==> src/rtl/sdram_arbiter.sv <==
// Three-port arbiter and sequencer in front of the single-port SDRAM controller.
// It gates traffic on controller init, grants one client at a time and turns level requests into strobes.
module sdram_arbiter #(
  parameter bit RR_ENABLE = 1'b1,
  parameter int TIMEOUT   = 1023
) (
  input  logic        clk,
  input  logic        reset,
  input  logic [2:0]  c_req,
  input  logic [2:0]  c_we,
  input  logic [74:0] c_addr,
  input  logic [5:0]  c_be,
  input  logic [47:0] c_wdata,
  output logic [2:0]  c_ack,
  output logic [2:0]  c_err,
  output logic [15:0] c_rdata,
  output logic [24:0] mem_addr,
  output logic        mem_rd,
  output logic        mem_wr,
  output logic [1:0]  mem_word,
  output logic [15:0] mem_din,
  input  logic [15:0] mem_dout,
  input  logic        mem_ack,
  input  logic        mem_busy,
  input  logic        mem_configdone
);

  typedef enum logic [2:0] {ST_INIT, ST_IDLE, ST_ISSUE, ST_WAIT, ST_GAP} state_t;

  state_t      state, state_nxt;
  logic [1:0]  last_grant, grant, winner, search_base, offset;
  logic [2:0]  req_rot, sum, sum_wrap, grant_hot;
  logic [15:0] count;
  logic [16:0] count_inc;
  logic        take, done_ack, done_tmo;
  logic [24:0] sel_addr;
  logic [1:0]  sel_be;
  logic [15:0] sel_wdata;
  logic        sel_we;

  // Search starts one past the last successful grant, or always at port 0.
  assign search_base = !RR_ENABLE          ? 2'd0 :
                       (last_grant == 2'd2) ? 2'd0 : last_grant + 2'd1;
  assign count_inc   = {1'b0, count} + 17'd1;
  assign grant_hot   = 3'b001 << grant;

  always_comb begin
    // NOTE: every comb output gets a default up front so no path can infer a latch.
    req_rot = c_req;
    offset  = 2'd2;
    case (search_base)
      2'd1:    req_rot = {c_req[0], c_req[2], c_req[1]};
      2'd2:    req_rot = {c_req[1], c_req[0], c_req[2]};
      default: req_rot = c_req;
    endcase
    if (req_rot[0])      offset = 2'd0;
    else if (req_rot[1]) offset = 2'd1;
    sum      = {1'b0, search_base} + {1'b0, offset};
    sum_wrap = sum - 3'd3;
    winner   = (sum >= 3'd3) ? sum_wrap[1:0] : sum[1:0];
  end

  always_comb begin
    sel_addr  = c_addr[24:0];
    sel_be    = c_be[1:0];
    sel_wdata = c_wdata[15:0];
    sel_we    = c_we[0];
    case (winner)
      2'd1: begin
        sel_addr  = c_addr[49:25];
        sel_be    = c_be[3:2];
        sel_wdata = c_wdata[31:16];
        sel_we    = c_we[1];
      end
      2'd2: begin
        sel_addr  = c_addr[74:50];
        sel_be    = c_be[5:4];
        sel_wdata = c_wdata[47:32];
        sel_we    = c_we[2];
      end
      default: ;
    endcase
  end

  always_comb begin
    state_nxt = state;
    take      = 1'b0;
    done_ack  = 1'b0;
    done_tmo  = 1'b0;
    case (state)
      ST_INIT:  if (mem_configdone) state_nxt = ST_IDLE;
      ST_IDLE: begin
        if (!mem_configdone) begin
          state_nxt = ST_INIT;
        end else if ((|c_req) && !mem_busy) begin
          take      = 1'b1;
          state_nxt = ST_ISSUE;
        end
      end
      ST_ISSUE: state_nxt = ST_WAIT;
      ST_WAIT: begin
        // An ack landing on the same cycle as the limit wins over the abort.
        if (mem_ack) begin
          done_ack  = 1'b1;
          state_nxt = ST_GAP;
        end else if (count_inc == 17'(TIMEOUT)) begin
          done_tmo  = 1'b1;
          state_nxt = ST_GAP;
        end
      end
      ST_GAP:   state_nxt = ST_IDLE;
      default:  state_nxt = ST_INIT;
    endcase
  end

  // NOTE: registered state uses non-blocking assignments so all flops update from the same pre-edge values.
  always_ff @(posedge clk) begin
    if (reset) state <= ST_INIT;
    else       state <= state_nxt;
  end

  always_ff @(posedge clk) begin
    if (reset) begin
      c_ack      <= '0;
      c_err      <= '0;
      c_rdata    <= '0;
      mem_addr   <= '0;
      mem_rd     <= 1'b0;
      mem_wr     <= 1'b0;
      mem_word   <= '0;
      mem_din    <= '0;
      last_grant <= 2'd2;
      grant      <= 2'd0;
      count      <= '0;
    end else begin
      c_ack <= '0;
      c_err <= '0;
      if (take) begin
        grant    <= winner;
        mem_addr <= sel_addr;
        mem_word <= sel_be;
        mem_din  <= sel_wdata;
        mem_rd   <= ~sel_we;
        mem_wr   <= sel_we;
      end
      if (state == ST_ISSUE) count <= '0;
      if (state == ST_WAIT)  count <= count_inc[15:0];
      if (done_ack) begin
        mem_rd     <= 1'b0;
        mem_wr     <= 1'b0;
        c_ack      <= grant_hot;
        last_grant <= grant;
        if (mem_rd) c_rdata <= mem_dout;
      end else if (done_tmo) begin
        mem_rd <= 1'b0;
        mem_wr <= 1'b0;
        c_ack  <= grant_hot;
        c_err  <= grant_hot;
      end
    end
  end

endmodule

==> config.mk <==
export PLATFORM = sky130hd
export DESIGN_NAME = sdram_arbiter
export DESIGN_NICKNAME = d
export VERILOG_FILES = /design/src/rtl/sdram_arbiter.sv
export SDC_FILE = /design/constraint.sdc
export NUM_CORES = 1
export LEC_CHECK = 0
export BUFFER_PORTS_ARGS = -buffer_cell sky130_fd_sc_hd__buf_2
export CAP_MARGIN = 10
export CORE_MARGIN = 4
export CORE_UTILIZATION = 45
export DETAILED_ROUTE_END_ITERATION = 12
export PLACE_DENSITY = 0.85
export SLEW_MARGIN = 25
export SYNTH_ARGS = -nofsm -noshare
export SYNTH_HDL_FRONTEND = slang
export SYNTH_SLANG_ARGS = --single-unit
==> constraint.sdc <==
create_clock -name clk -period 9.94 [get_ports clk]
set_clock_uncertainty 0.05 [all_clocks]
set_input_delay 2.982 -clock clk [delete_from_list [all_inputs] [get_ports clk]]
set_output_delay 2.982 -clock clk [all_outputs]
set_load 0.02 [all_outputs]
* Yosys cells after proc, flatten, opt, wreduce, memory -nomap -nowiden
Cells that the tools add are included.
Operators by class: multipliers 0, $add $sub $neg 4, reduce and logical (&&, ||, !) cells 9, shift operators 1, mux-type cells 27, eq/ne operators 13, magnitude comparators 1, div/mod/pow operators 0, bitwise operators 1
Operator list (count):
- case mux 25 bit (2 select lines) | 1
- two-way mux 16 bit | 2
- case mux 16 bit (2 select lines) | 1
- two-way mux 3 bit | 7
- adder 16 x 1 -> 17 bit, second input constant | 1
- equality test 17 x 10 -> 1 bit, second input constant | 1
- case mux 3 bit (5 select lines) | 1
- two-way mux 1 bit | 8
- two-way mux 2 bit | 4
- case mux 2 bit (2 select lines) | 2
- equality test 2 bit, second input constant | 3
- equality test 3 x 2 -> 1 bit, second input constant | 2
- inequality test 3 bit, second input constant | 2
- OR reduction 3 bit | 2
- equality test 2 x 1 -> 1 bit, second input constant | 2
- adder 2 x 2 -> 3 bit | 1
- equality test 3 x 1 -> 1 bit, second input constant | 1
- equality test 3 bit, second input constant | 1
- >= comparator 3 x 2 -> 1 bit, second input constant | 1
- zero test 3 bit | 1
- AND reduction 3 bit | 1
- left shift 1 x 2 -> 3 bit, first input constant | 1
- adder 2 x 1 -> 2 bit, second input constant | 1
- inequality test 2 bit, second input constant | 1
- other kinds (8) | 8
Word-level totals: input bits 156, ROM bits 0, memory bits (writable) 0, bits in latches 0, memories 0, register bits 90, logic and storage cells 68, output and inout port bits 67

* Logic depth before layout (Yosys ltp)
Gate-level depths: netlist of the first run.
word-level depth 12, depth in mapped cells 22, mapped depth without buffers 20

* Worst setup path before layout of the first run
No wires, ideal clock.
kind input -> register, from in c_req[0], to reg mem_addr[20], required time 9.825 ns, cell stages on the path 21, library setup time 0.065 ns, path buffers 3, arrival 5.976 ns, slack 3.849 ns, cell sequence nand2_1 > nor2_1 > a21oi_1 > o22ai_1 > ha_1 > inv_1 > fa_1 > inv_1 > ha_1 > nor2b_1 > nand3_1 > o21ai_0 > inv_1 > ha_1 > clkbuf_1 > clkbuf_1 > clkbuf_1 > a21oi_1 > nor2_1 > a21oi_1 > nor2_1
Between the ends: longest elaborated chain between the ends 8
RTL lines:
- start, declared | RTL line 9 | input logic [2:0] c_req,
- case mux 2 bit (2 select lines) * | RTL line 51 | case (search_base)
- two-way mux 2 bit | RTL line 57 | else if (req_rot[1]) offset = 2'd1;
- two-way mux 2 bit * | RTL line 56 | if (req_rot[0]) offset = 2'd0;
- adder 2 x 2 -> 3 bit * | RTL line 58 | sum = {1'b0, search_base} + {1'b0, offset};
- >= comparator 3 x 2 -> 1 bit / subtractor 2 bit (equally long branches) | RTL line 60, 59
- two-way mux 2 bit * | RTL line 60 | winner = (sum >= 3'd3) ? sum_wrap[1:0] : sum[1:0];
- net winner[0] | RTL line 31 | logic [1:0] last_grant, grant, winner, search_base, offset;
- equality test 2 bit / equality test 2 x 1 -> 1 bit (equally long branches) | RTL line 68 | case (winner)
- case mux 25 bit (2 select lines) * | RTL line 68
- end signal, assigned | RTL line 140 | mem_addr <= sel_addr;
- end, declared | RTL line 17 | output logic [24:0] mem_addr,
The timed path passes the listed nets; every way through them passes the cells marked *. A chain may end at the register's enable or synchronous reset.

* Final worst setup path of the first run
from in c_req[0], to reg mem_addr[1]
Same word-level chain as after synthesis.

==> out/metrics.csv, run 1 <==
metric,value,unit
status,completed,
TritonRoute pass-1 iters,4,
Hold Path Stages,2,
synthesized flop and latch total,90,
setup TNS,0,ns
post-CTS setup buffer count,0,
CTS sink count,90,
CP cell instances,"buf_2, nand2_1, nor2_1, a21oi_1, o22ai_1, ha_1, inv_1, fa_1, inv_1, ha_1, nor2b_1, nand3_1, o21ai_0, inv_1, ha_2, buf_4, nor2_1, a21oi_1, nor2_1, a21oi_1, nor2_1",
WS Path Type,in2reg,
pwr dens,134,nW/um2
Remaining DRCs,0,
die width,109,um
RSZ-0062 raised after global routing,false,
relative slew slack,42.2,%
final hold violation count,0,
# nets final,989,
Ports,223,
Clk pwr share,35.0,%
Worst EP arrival,6.68,ns
ANT cells,0,
htree depth,3,
cts hold-fix bufs,0,
final WL,13400,um
initial antenna violation count,0,
number of global-route vias before repair,4519,
RePlAce Congestion,0.855,
Initial Utilization,46.6,%
Combinational Power Share,17.8,%
asr flop ratio synth,0,%
CP endpoint kind,flop,
worst reg2reg setup slack,5.70,ns
Setup-failing EPs final,0,
die area,11800,um2
Hold Path Class,reg2reg,
utilization after layout,59.9,%
max-slew violation count,0,
Hold Path Origin,c_rdata[8],
Internal Pwr Total,0.567,mW
VDD IR max,73.8,uV
first-pass GRT wire length,21100,um
Routed WL per cell,13.9,um
DP HPWL,10000,um
ranking of synthesized cells by area,"dfxtp_1 39%, a21oi_1 13%, nor2_1 13%",
total global-route track usage,22.2,%
CP Launch Type,primary input,
largest area contributor in the netlist,dfxtp_1,
Synth Area per Inst,7.15,um2
Netlist cell types,48,
clk buf depth,2,
Final Instance Area,5880,um2
Synth warnings,0,
Vias,4900,
dominant synthesized flop cell,dfxtp_1,
Clock Latency Late Sink,0.35,ns
Max Cap Violations,0,
Vias/cell,5.08,
Gate Count Post-Synth,640,
fin crit share,65.6,%
Iter 0 DRT Violations,229,
Core Area,9820,um2
slowest cell delay on critical path,0.59,ns
crit-path most repeated cell,nor2_1,
Syn Nets,803,
Area growth syn-to-layout,28.5,%
GRT overflow,0,
R2R depth,20,
Port Buffer Count,222,
worst-path maximum fanout,64,
Die Ht,109,um
Reg power frac,47.2,%
share of layout cells above drive strength 1,29.8,%
number of synthesized flops with an enable pin,0,
row count,36,
Worst-path clk slew,0.09,ns
largest net degree at the start of global routing,93,
Reg2Reg Capture Point,mem_addr[1],
top post-synthesis cells by count,"162 x nor2_1, 122 x a21oi_1, 90 x dfxtp_1, 64 x nand2_1, 44 x a22oi_1",
P_sw,0.221,mW
CP required,10.10,ns
reg2reg start,last_grant[0],
CTS tree,done,
max frequency,153,MHz
Post-Syn Area,4580,um2
clock root buffer,clkbuf_8,
PostCTS Resize Cnt,0,
Worst-Margin Slew,0.866,ns
min Tclk post-route,6.52,ns
sequential share of the synthesized area,39.4,%
leak pwr,2.62,nW
CTS Buf Count,9,
post-synth top area share,39.4,%
"count leader, synth",nor2_1,
"slowest stage cell, crit path",ha_2,
sw frac,28.0,%
DP Area,5660,um2
Hold Path End,c_rdata[8],
ANT nets after route,0,
## metal layers
metal | global-route usage (%) | vias to the layer above | part of all wire (%)
li1 | - | 2562 | -
met1 | 26.9 | 2156 | 40
met2 | 37.9 | 151 | 50
met3 | 5.09 | 31 | 6.2
met4 | 8.84 | 0 | 3.6
met5 | 0 | - | 0
## flip-flops by register name, indices dropped and copies added (netlist names), 3 cells and up
register / flops
mem_addr: 25
c_rdata: 16
count: 16
mem_din: 16
c_ack: 3
c_err: 3
state: 3
## worst max-delay path by stage
stage                              end     start  slack [ns]  depth (start not counted)
after floorplan           mem_addr[20]  c_req[0]        3.85                         21
after global placement     mem_addr[1]  c_req[0]        3.19                         21
after detailed placement   mem_addr[1]  c_req[0]        3.03                         21
after CTS                  mem_addr[1]  c_req[0]        3.41                         21
after global routing       mem_addr[1]  c_req[0]        2.99                         21
final                      mem_addr[1]  c_req[0]        3.42                         21
## final cells by class
cell class / instances / area (um2)
Sequential cell: 90 / 1800
Multi-Input combinational cell: 492 / 2530
Clock buffer: 10 / 128
Fill cell: 986 / 3940
Clock inverter: 6 / 90.1
Timing Repair Buffer: 226 / 1140
Tap cell: 133 / 166
Inverter: 7 / 26.3
## kinds of logic (layout without fill, tap and decap cells)
logic type	Yosys count	after routing	synth area share, %
AND/OR/NAND/NOR	288	288	27.3
buffers and inverters	58	249	5.44
flip-flops	90	90	39.4
XOR/XNOR	7	7	1.34
adder cells (fa/ha/maj)	7	7	2.08
AO/OA/AOI/OAI	187	187	23.8
multiplexers	3	3	0.683
## power groups by stage
stage | combinational, mW | sequential, mW | clock, mW
2_1_floorplan | 0.0864 | 0.384 | 0
3_3_place_gp | 0.139 | 0.380 | 0
3_5_place_dp | 0.140 | 0.380 | 0
4_1_cts | 0.141 | 0.372 | 0.280
5_1_grt | 0.159 | 0.373 | 0.293
6_report | 0.140 | 0.372 | 0.275
## cells in the final DEF, fill, tap and decap left out, drive strengths merged, types with 3 or more instances in the layout
cell    count
or3         3
nor2      162
xnor2       4
o21ai       8
nand2b      5
nor2b       7
nand3      11
a21oi     122
clkbuf     10
inv         8
ha          6
dfxtp      90
buf       226
nor4        5
and3        5
nor3       12
xor2        3
nand4       4
nand2      64
a22oi      44
## per-stage QoR
| step | worst slack [ns] | hold slack [ns] | cells | total power, mW |
|---|---|---|---|---|
| 2_1_floorplan | 3.85 | 0.411 | 640 | 0.470 |
| 3_5_place_dp | 3.03 | 0.395 | 948 | 0.520 |
| 6_report | 3.42 | 0.405 | 964 | 0.788 |
| 4_1_cts | 3.41 | 0.409 | 964 | 0.792 |
| 5_1_grt | 2.99 | 0.422 | 964 | 0.824 |
| 3_3_place_gp | 3.19 | 0.389 | 948 | 0.519 |
## worst max-delay path: cells and delay by family
| kind | cells | cell delay [ns] |
|---|---|---|
| AND/OR/NAND/NOR | 7 | 0.71 |
| buffers and inverters | 5 | 0.85 |
| adder cells (fa/ha/maj) | 4 | 1.44 |
| AO/OA/AOI/OAI | 5 | 0.67 |
Note: power is estimated with default switching activity, not from simulation.
==> run 2: changes to the inputs <==
--- a/config.mk
+++ b/config.mk
@@ -8,9 +8,9 @@
 export BUFFER_PORTS_ARGS = -buffer_cell sky130_fd_sc_hd__buf_2
 export CAP_MARGIN = 10
 export CORE_MARGIN = 4
-export CORE_UTILIZATION = 45
+export CORE_UTILIZATION = 42
 export DETAILED_ROUTE_END_ITERATION = 12
-export PLACE_DENSITY = 0.85
+export PLACE_DENSITY = 0.84
 export SLEW_MARGIN = 25
 export SYNTH_ARGS = -nofsm -noshare
 export SYNTH_HDL_FRONTEND = slang
==> constraint.sdc (replaced) <==
create_clock -name clk -period 5.8 [get_ports clk]
set_clock_uncertainty 0.05 [all_clocks]
set_input_delay 1.74 -clock clk [delete_from_list [all_inputs] [get_ports clk]]
set_output_delay 1.74 -clock clk [all_outputs]
set_load 0.02 [all_outputs]
==> run 2 against run 1 <==
Worst hold slack gained 0.0024 ns; final area grew 0.47%; global-route usage shrank 0.79 points; sequential power grew 71%; via count grew 3.4%; register-to-register slack lost 3.9 ns; count of clock-buffer cells in the layout grew 2; critical endpoint is now mem_rd.
==> out/metrics.csv, run 2 (synthesized netlist as in run 1, its figures left out) <==
metric,value,unit,change
Hold Path Stages,2,,unchanged
CP cell instances,"buf_2, nand2_1, nor2_1, a21oi_1, o22ai_1, ha_1, inv_1, fa_1, inv_1, ha_1, nor2b_1, nor2b_1, o21ai_0, inv_1, ha_2, a22oi_1, nor2_1, a21oi_1, mux2_2, o211a_1",,
slowest cell delay on critical path,0.72,ns,+0.13 ns
fill count,1058,,+7.3%
Vias/cell,5.24,,+3.1%
Hold Path End,c_rdata[3],,
total global-route track usage,21.4,%,-0.79 points
pwr dens,231,nW/um2,+73%
PostCTS Resize Cnt,0,,unchanged
Internal Pwr Total,0.997,mW,+76%
max frequency,197,MHz,
final WL,13800,um,+2.4%
CTS Buf Count,9,,unchanged
area of the multi-input gates,2530,um2,unchanged
worst reg2reg setup slack,1.77,ns,-3.93 ns
GRT met1 Usage,25.4,%,-1.5 points
Hold Path Origin,c_rdata[3],,
Iter 0 DRT Violations,310,,+35%
Top reg by flops,mem_addr,,
Overall Power,1.37,mW,+74%
Crit path depth,20,,-4.8%
CP Buf/Inv Count,4,,-1
cell family with most CP delay,adder cells,,
Largest register FFs,25,,unchanged
P_sw,0.370,mW,+68%
htree depth,3,,unchanged
Combinational Power Share,18.0,%,+0.2 points
Final Instance Area,5910,um2,+0.47%
Routed WL per cell,14.2,um,+2.1%
row count,37,,+2.8%
first-pass GRT wire length,22200,um,+5.5%
utilization after layout,56.5,%,-3.4 points
number of global-route vias before repair,4651,,+2.9%
Remaining DRCs,0,,unchanged
Clock Latency Late Sink,0.36,ns,about the same
Worst EP arrival,5.28,ns,-1.40 ns
Core Area,10500,um2,+6.5%
relative slew slack,38.9,%,-3.2 points
sw frac,27.1,%,-0.95 points
final hold violation count,0,,unchanged
CTS sink count,90,,unchanged
initial antenna violation count,0,,unchanged
met3 Use GR,5.98,%,+0.89 points
CTS tree,done,,
gr busiest metal,met2,,
Setup-failing EPs final,0,,unchanged
max-slew violation count,0,,unchanged
CP endpoint kind,flop,,
TritonRoute pass-1 iters,5,,+1
die area,12600,um2,+6.6%
CP Launch Type,primary input,,
cts hold-fix bufs,0,,unchanged
Reg power frac,46.6,%,-0.6 points
RSZ-0062 raised after global routing,false,,
Reg2Reg Capture Point,mem_rd,,
leak pwr,2.63,nW,+0.57%
R2R depth,19,,-5.0%
# nets final,989,,unchanged
reg2reg start,last_grant[0],,
DP Area,5680,um2,+0.29%
Die Ht,112,um,+3.3%
RePlAce Congestion,0.874,,+2.1%
setup TNS,0,ns,unchanged
"slowest stage cell, crit path",ha_2,,
Worst-Margin Slew,0.914,ns,+0.0485 ns
"most common cell after layout, fill and taps aside",buf_2,,
WS Path Type,in2reg,,
die width,112,um,+3.3%
Vias,5066,,+3.4%
GRT overflow,0,,unchanged
Hold Path Class,reg2reg,,
DP HPWL,10300,um,+2.2%
crit-path most repeated cell,inv_1,,
FF/Latch Area,1800,um2,unchanged
clock root buffer,clkbuf_8,,
min Tclk post-route,5.07,ns,
ANT nets after route,0,,unchanged
Area growth syn-to-layout,29.1,%,
ANT cells,0,,unchanged
largest net degree at the start of global routing,93,,unchanged
most frequent cells in the layout,"222 x buf_2, 162 x nor2_1, 122 x a21oi_1, 90 x dfxtp_1, 64 x nand2_1",,
VDD IR max,162,uV,+120%
status,completed,,
clk buf depth,2,,unchanged
GR Util met2,36.9,%,-0.92 points
CP required,6.01,ns,-4.09 ns
Ports,223,,unchanged
Clk pwr share,35.4,%,+0.4 points
worst-path maximum fanout,44,,-31%
share of layout cells above drive strength 1,29.8,%,unchanged
Worst-path clk slew,0.09,ns,about the same
Max Cap Violations,0,,unchanged
Initial Utilization,43.7,%,-2.9 points
post-CTS setup buffer count,0,,unchanged
fin crit share,87.4,%,
Port Buffer Count,222,,unchanged
[run 2: worst reg2reg max path: stages, from the launching register on]
cell and delay (ns):
dfxtp_1 0.43, nand2_1 0.10, nor2_1 0.09, a21oi_1 0.05, o22ai_1 0.14, ha_1 0.16, inv_1 0.04, fa_1 0.52
inv_1 0.06, ha_1 0.18, nor2b_1 0.21, nor2b_1 0.16, o21ai_0 0.14, inv_1 0.09, ha_2 0.72, a22oi_1 0.20
nor2_1 0.13, a21oi_1 0.06, mux2_2 0.28, o211a_1 0.12
[run 2: metal layers]
layer,wire (um),vias to the layer above
met2,6920,208
met1,5380,2255
met5,0,-
met4,350,0
li1,-,2575
met3,1110,28
[run 2: worst max-delay path by stage]
stage	start	endpoint	slack, ns
after floorplan	c_req[0]	mem_addr[20]	0.95
after global placement	c_req[0]	mem_rd	0.45
after detailed placement	c_req[0]	mem_rd	0.34
after CTS	c_req[0]	mem_rd	0.73
after global routing	c_req[0]	mem_rd	0.42
final	c_req[0]	mem_rd	0.73
[run 2: layout make-up]
type                            count  share of cell area, %
Multi-Input combinational cell    492                   42.8
Sequential cell                    90                   30.5
Timing Repair Buffer              226                   19.5
Tap cell                          136                   2.88
Clock buffer                       12                   2.63
Clock inverter                      4                   1.25
Inverter                            7                  0.445
[run 2: through the flow]
step,hold slack (ns),instances,setup slack [ns]
after floorplan,0.411,640,0.951
after detailed placement,0.397,951,0.337
final,0.407,967,0.728
after global routing,0.427,967,0.416
after global placement,0.389,951,0.449
after CTS,0.409,967,0.728
[run 2: power by group through the flow]
| stage | Combinational, mW | Clock (mW) | Sequential (mW) |
|---|---|---|---|
| 5_1_grt | 0.277 | 0.527 | 0.639 |
| 4_1_cts | 0.246 | 0.501 | 0.637 |
| 3_5_place_dp | 0.245 | 0 | 0.651 |
| 2_1_floorplan | 0.148 | 0 | 0.658 |
| 3_3_place_gp | 0.242 | 0 | 0.651 |
| 6_report | 0.246 | 0.484 | 0.637 |
==> run 3: changes to the inputs <==
--- a/config.mk
+++ b/config.mk
@@ -8,9 +8,10 @@
 export BUFFER_PORTS_ARGS = -buffer_cell sky130_fd_sc_hd__buf_2
 export CAP_MARGIN = 10
 export CORE_MARGIN = 4
-export CORE_UTILIZATION = 42
+export CORE_UTILIZATION = 43
+export CTS_BUF_LIST = sky130_fd_sc_hd__clkbuf_2
 export DETAILED_ROUTE_END_ITERATION = 12
-export PLACE_DENSITY = 0.84
+export PLACE_DENSITY = 0.85
 export SLEW_MARGIN = 25
 export SYNTH_ARGS = -nofsm -noshare
 export SYNTH_HDL_FRONTEND = slang
==> run 3 against run 2 <==
Utilization decreased by 0.39 points; power fell by 13%; sequential power barely moved; wire length fell by 3.0%; clock power fell by 36%; first-iteration DRC count down 17%; final cell count is the same; register-to-register slack lost 0.04 ns; flip-flop and latch count unchanged; largest cell class unchanged; worst hold slack better by 0.0090 ns; setup slack better by 0.19 ns; via count fell by 2.2%.
==> out/metrics.csv, run 3 (synthesized netlist as in run 1, its figures left out) <==
metric,value,unit,change
CP Buf/Inv Count,4,,unchanged
Hold Path End,c_rdata[15],,
final WL,13300,um,-3.0%
min Tclk post-route,4.88,ns,-0.190 ns
die width,111,um,-1.1%
DP Area,5680,um2,unchanged
Worst EP arrival,5.29,ns,about the same
R2R depth,19,,unchanged
utilization after layout,56.1,%,-0.39 points
Remaining DRCs,0,,unchanged
WS Path Type,in2reg,,
worst reg2reg setup slack,1.73,ns,-0.04 ns
Setup-failing EPs final,0,,unchanged
row count,37,,unchanged
CTS Buf Count,9,,unchanged
Largest register FFs,25,,unchanged
Hold Path Class,reg2reg,,
Worst-Margin Slew,0.991,ns,+0.0769 ns
initial antenna violation count,1,,+1
# nets final,989,,unchanged
post-CTS setup buffer count,0,,unchanged
CTS sink count,90,,unchanged
CP required,6.20,ns,+0.19 ns
cts hold-fix bufs,0,,unchanged
Vias/cell,5.12,,-2.2%
final hold violation count,0,,unchanged
clock root buffer,clkbuf_2,,
CP cell instances,"buf_2, nand2_1, nor2_1, a21oi_1, o22ai_1, ha_1, inv_1, fa_1, inv_1, ha_1, nor2b_1, nor2b_1, o21ai_0, inv_1, ha_2, a22oi_1, nor2_1, a21oi_1, mux2_2, o211a_1",,
RePlAce Congestion,0.857,,-1.9%
FF/Latch Area,1800,um2,unchanged
max frequency,205,MHz,+3.9%
Max Cap Violations,0,,unchanged
status,completed,,
Iter 0 DRT Violations,256,,-17%
"slowest stage cell, crit path",ha_2,,
setup TNS,0,ns,unchanged
reg2reg start,last_grant[0],,
Core Area,10300,um2,-1.3%
Initial Utilization,44.3,%,+0.59 points
CP endpoint kind,flop,,
relative slew slack,33.8,%,-5.1 points
cell family with most CP delay,adder cells,,
Hold Path Stages,2,,unchanged
"most common cell after layout, fill and taps aside",buf_2,,
CP Launch Type,primary input,,
Clock Latency Late Sink,0.53,ns,+0.17 ns
die area,12400,um2,-2.2%
number of global-route vias before repair,4678,,+0.58%
Die Ht,111,um,-1.1%
Hold Path Origin,c_rdata[15],,
area of the multi-input gates,2530,um2,unchanged
TritonRoute pass-1 iters,4,,-1
RSZ-0062 raised after global routing,false,,
VDD IR max,127,uV,-22%
Reg2Reg Capture Point,mem_rd,,
most frequent cells in the layout,"222 x buf_2, 162 x nor2_1, 122 x a21oi_1, 90 x dfxtp_1, 64 x nand2_1",,
Vias,4954,,-2.2%
fin crit share,84.2,%,-3.3 points
PostCTS Resize Cnt,0,,unchanged
Final Instance Area,5790,um2,-2.0%
worst-path maximum fanout,44,,unchanged
ANT cells,0,,unchanged
clk buf depth,2,,unchanged
htree depth,3,,unchanged
total global-route track usage,21.2,%,-0.21 points
Routed WL per cell,13.8,um,-3.0%
first-pass GRT wire length,21900,um,-1.7%
GRT overflow,0,,unchanged
Ports,223,,unchanged
slowest cell delay on critical path,0.72,ns,about the same
fill count,1029,,-2.7%
Area growth syn-to-layout,26.5,%,
max-slew violation count,0,,unchanged
Top reg by flops,mem_addr,,
pwr dens,206,nW/um2,-11%
leak pwr,2.58,nW,-1.8%
crit-path most repeated cell,inv_1,,
DP HPWL,9930,um,-3.2%
share of layout cells above drive strength 1,30.0,%,+0.12 points
Port Buffer Count,222,,unchanged
largest net degree at the start of global routing,93,,unchanged
Worst-path clk slew,0.23,ns,+0.14 ns
ANT nets after route,0,,unchanged
CTS tree,done,,
[run 3: cell types whose count changed in the layout (fill, tap and decap cells not counted)]
cell	delta
clkinvlp_4	+2
clkbuf_1	-1
clkinv_2	+1
clkinv_4	-1
bufinv_16	-1
clkbuf_2	+11
clkbuf_8	-11
[run 3: layout make-up]
cell class	instances	share of cell area [%]
multi-input cells	492	43.7
flip-flops and latches	90	31.1
repair buffers	226	19.9
well taps	136	2.94
clock buffers	11	0.951
clock inverters	5	0.951
inverters	7	0.454
[run 3: worst register-to-register path, stage by stage (launching register included)]
cell and delay, ns:
dfxtp_1 0.48, nand2_1 0.11, nor2_1 0.10, a21oi_1 0.04, o22ai_1 0.15, ha_1 0.17, inv_1 0.05, fa_1 0.51
inv_1 0.05, ha_1 0.18, nor2b_1 0.20, nor2b_1 0.15, o21ai_0 0.14, inv_1 0.10, ha_2 0.72, a22oi_1 0.21
nor2_1 0.13, a21oi_1 0.06, mux2_2 0.28, o211a_1 0.12
[run 3: power by group]
part	switching, mW	leakage (nW)	internal (mW)
sequential	0.00955	0.726	0.630
clock	0.211	0.0679	0.101
combinational	0.140	1.79	0.102
total	0.361	2.58	0.833
[run 3: worst max-delay path by stage]
stage	startpoint	to	cells after the start
floorplan	c_req[0]	mem_addr[20]	21
global placement	c_req[0]	mem_rd	20
detailed placement	c_req[0]	mem_rd	20
finish	c_req[0]	mem_rd	20
global route	c_req[0]	mem_din[2]	21
CTS	c_req[0]	mem_rd	20
[run 3: routing by layer]
metal	GRT usage (%)	routed length [um]	vias up
met2	37.4	6720	159
met3	5.57	919	29
met5	0	7	-
li1	-	-	2569
met4	7.87	378	2
met1	24.5	5330	2195
[run 3: metrics by stage]
step | power [mW] | worst slack [ns] | instances | hold slack (ns)
detailed placement | 0.893 | 0.334 | 951 | 0.393
CTS | 1.21 | 0.970 | 967 | 0.417
finish | 1.19 | 0.918 | 967 | 0.416
floorplan | 0.806 | 0.951 | 640 | 0.411
global route | 1.26 | 0.669 | 967 | 0.445
global placement | 0.891 | 0.491 | 951 | 0.389
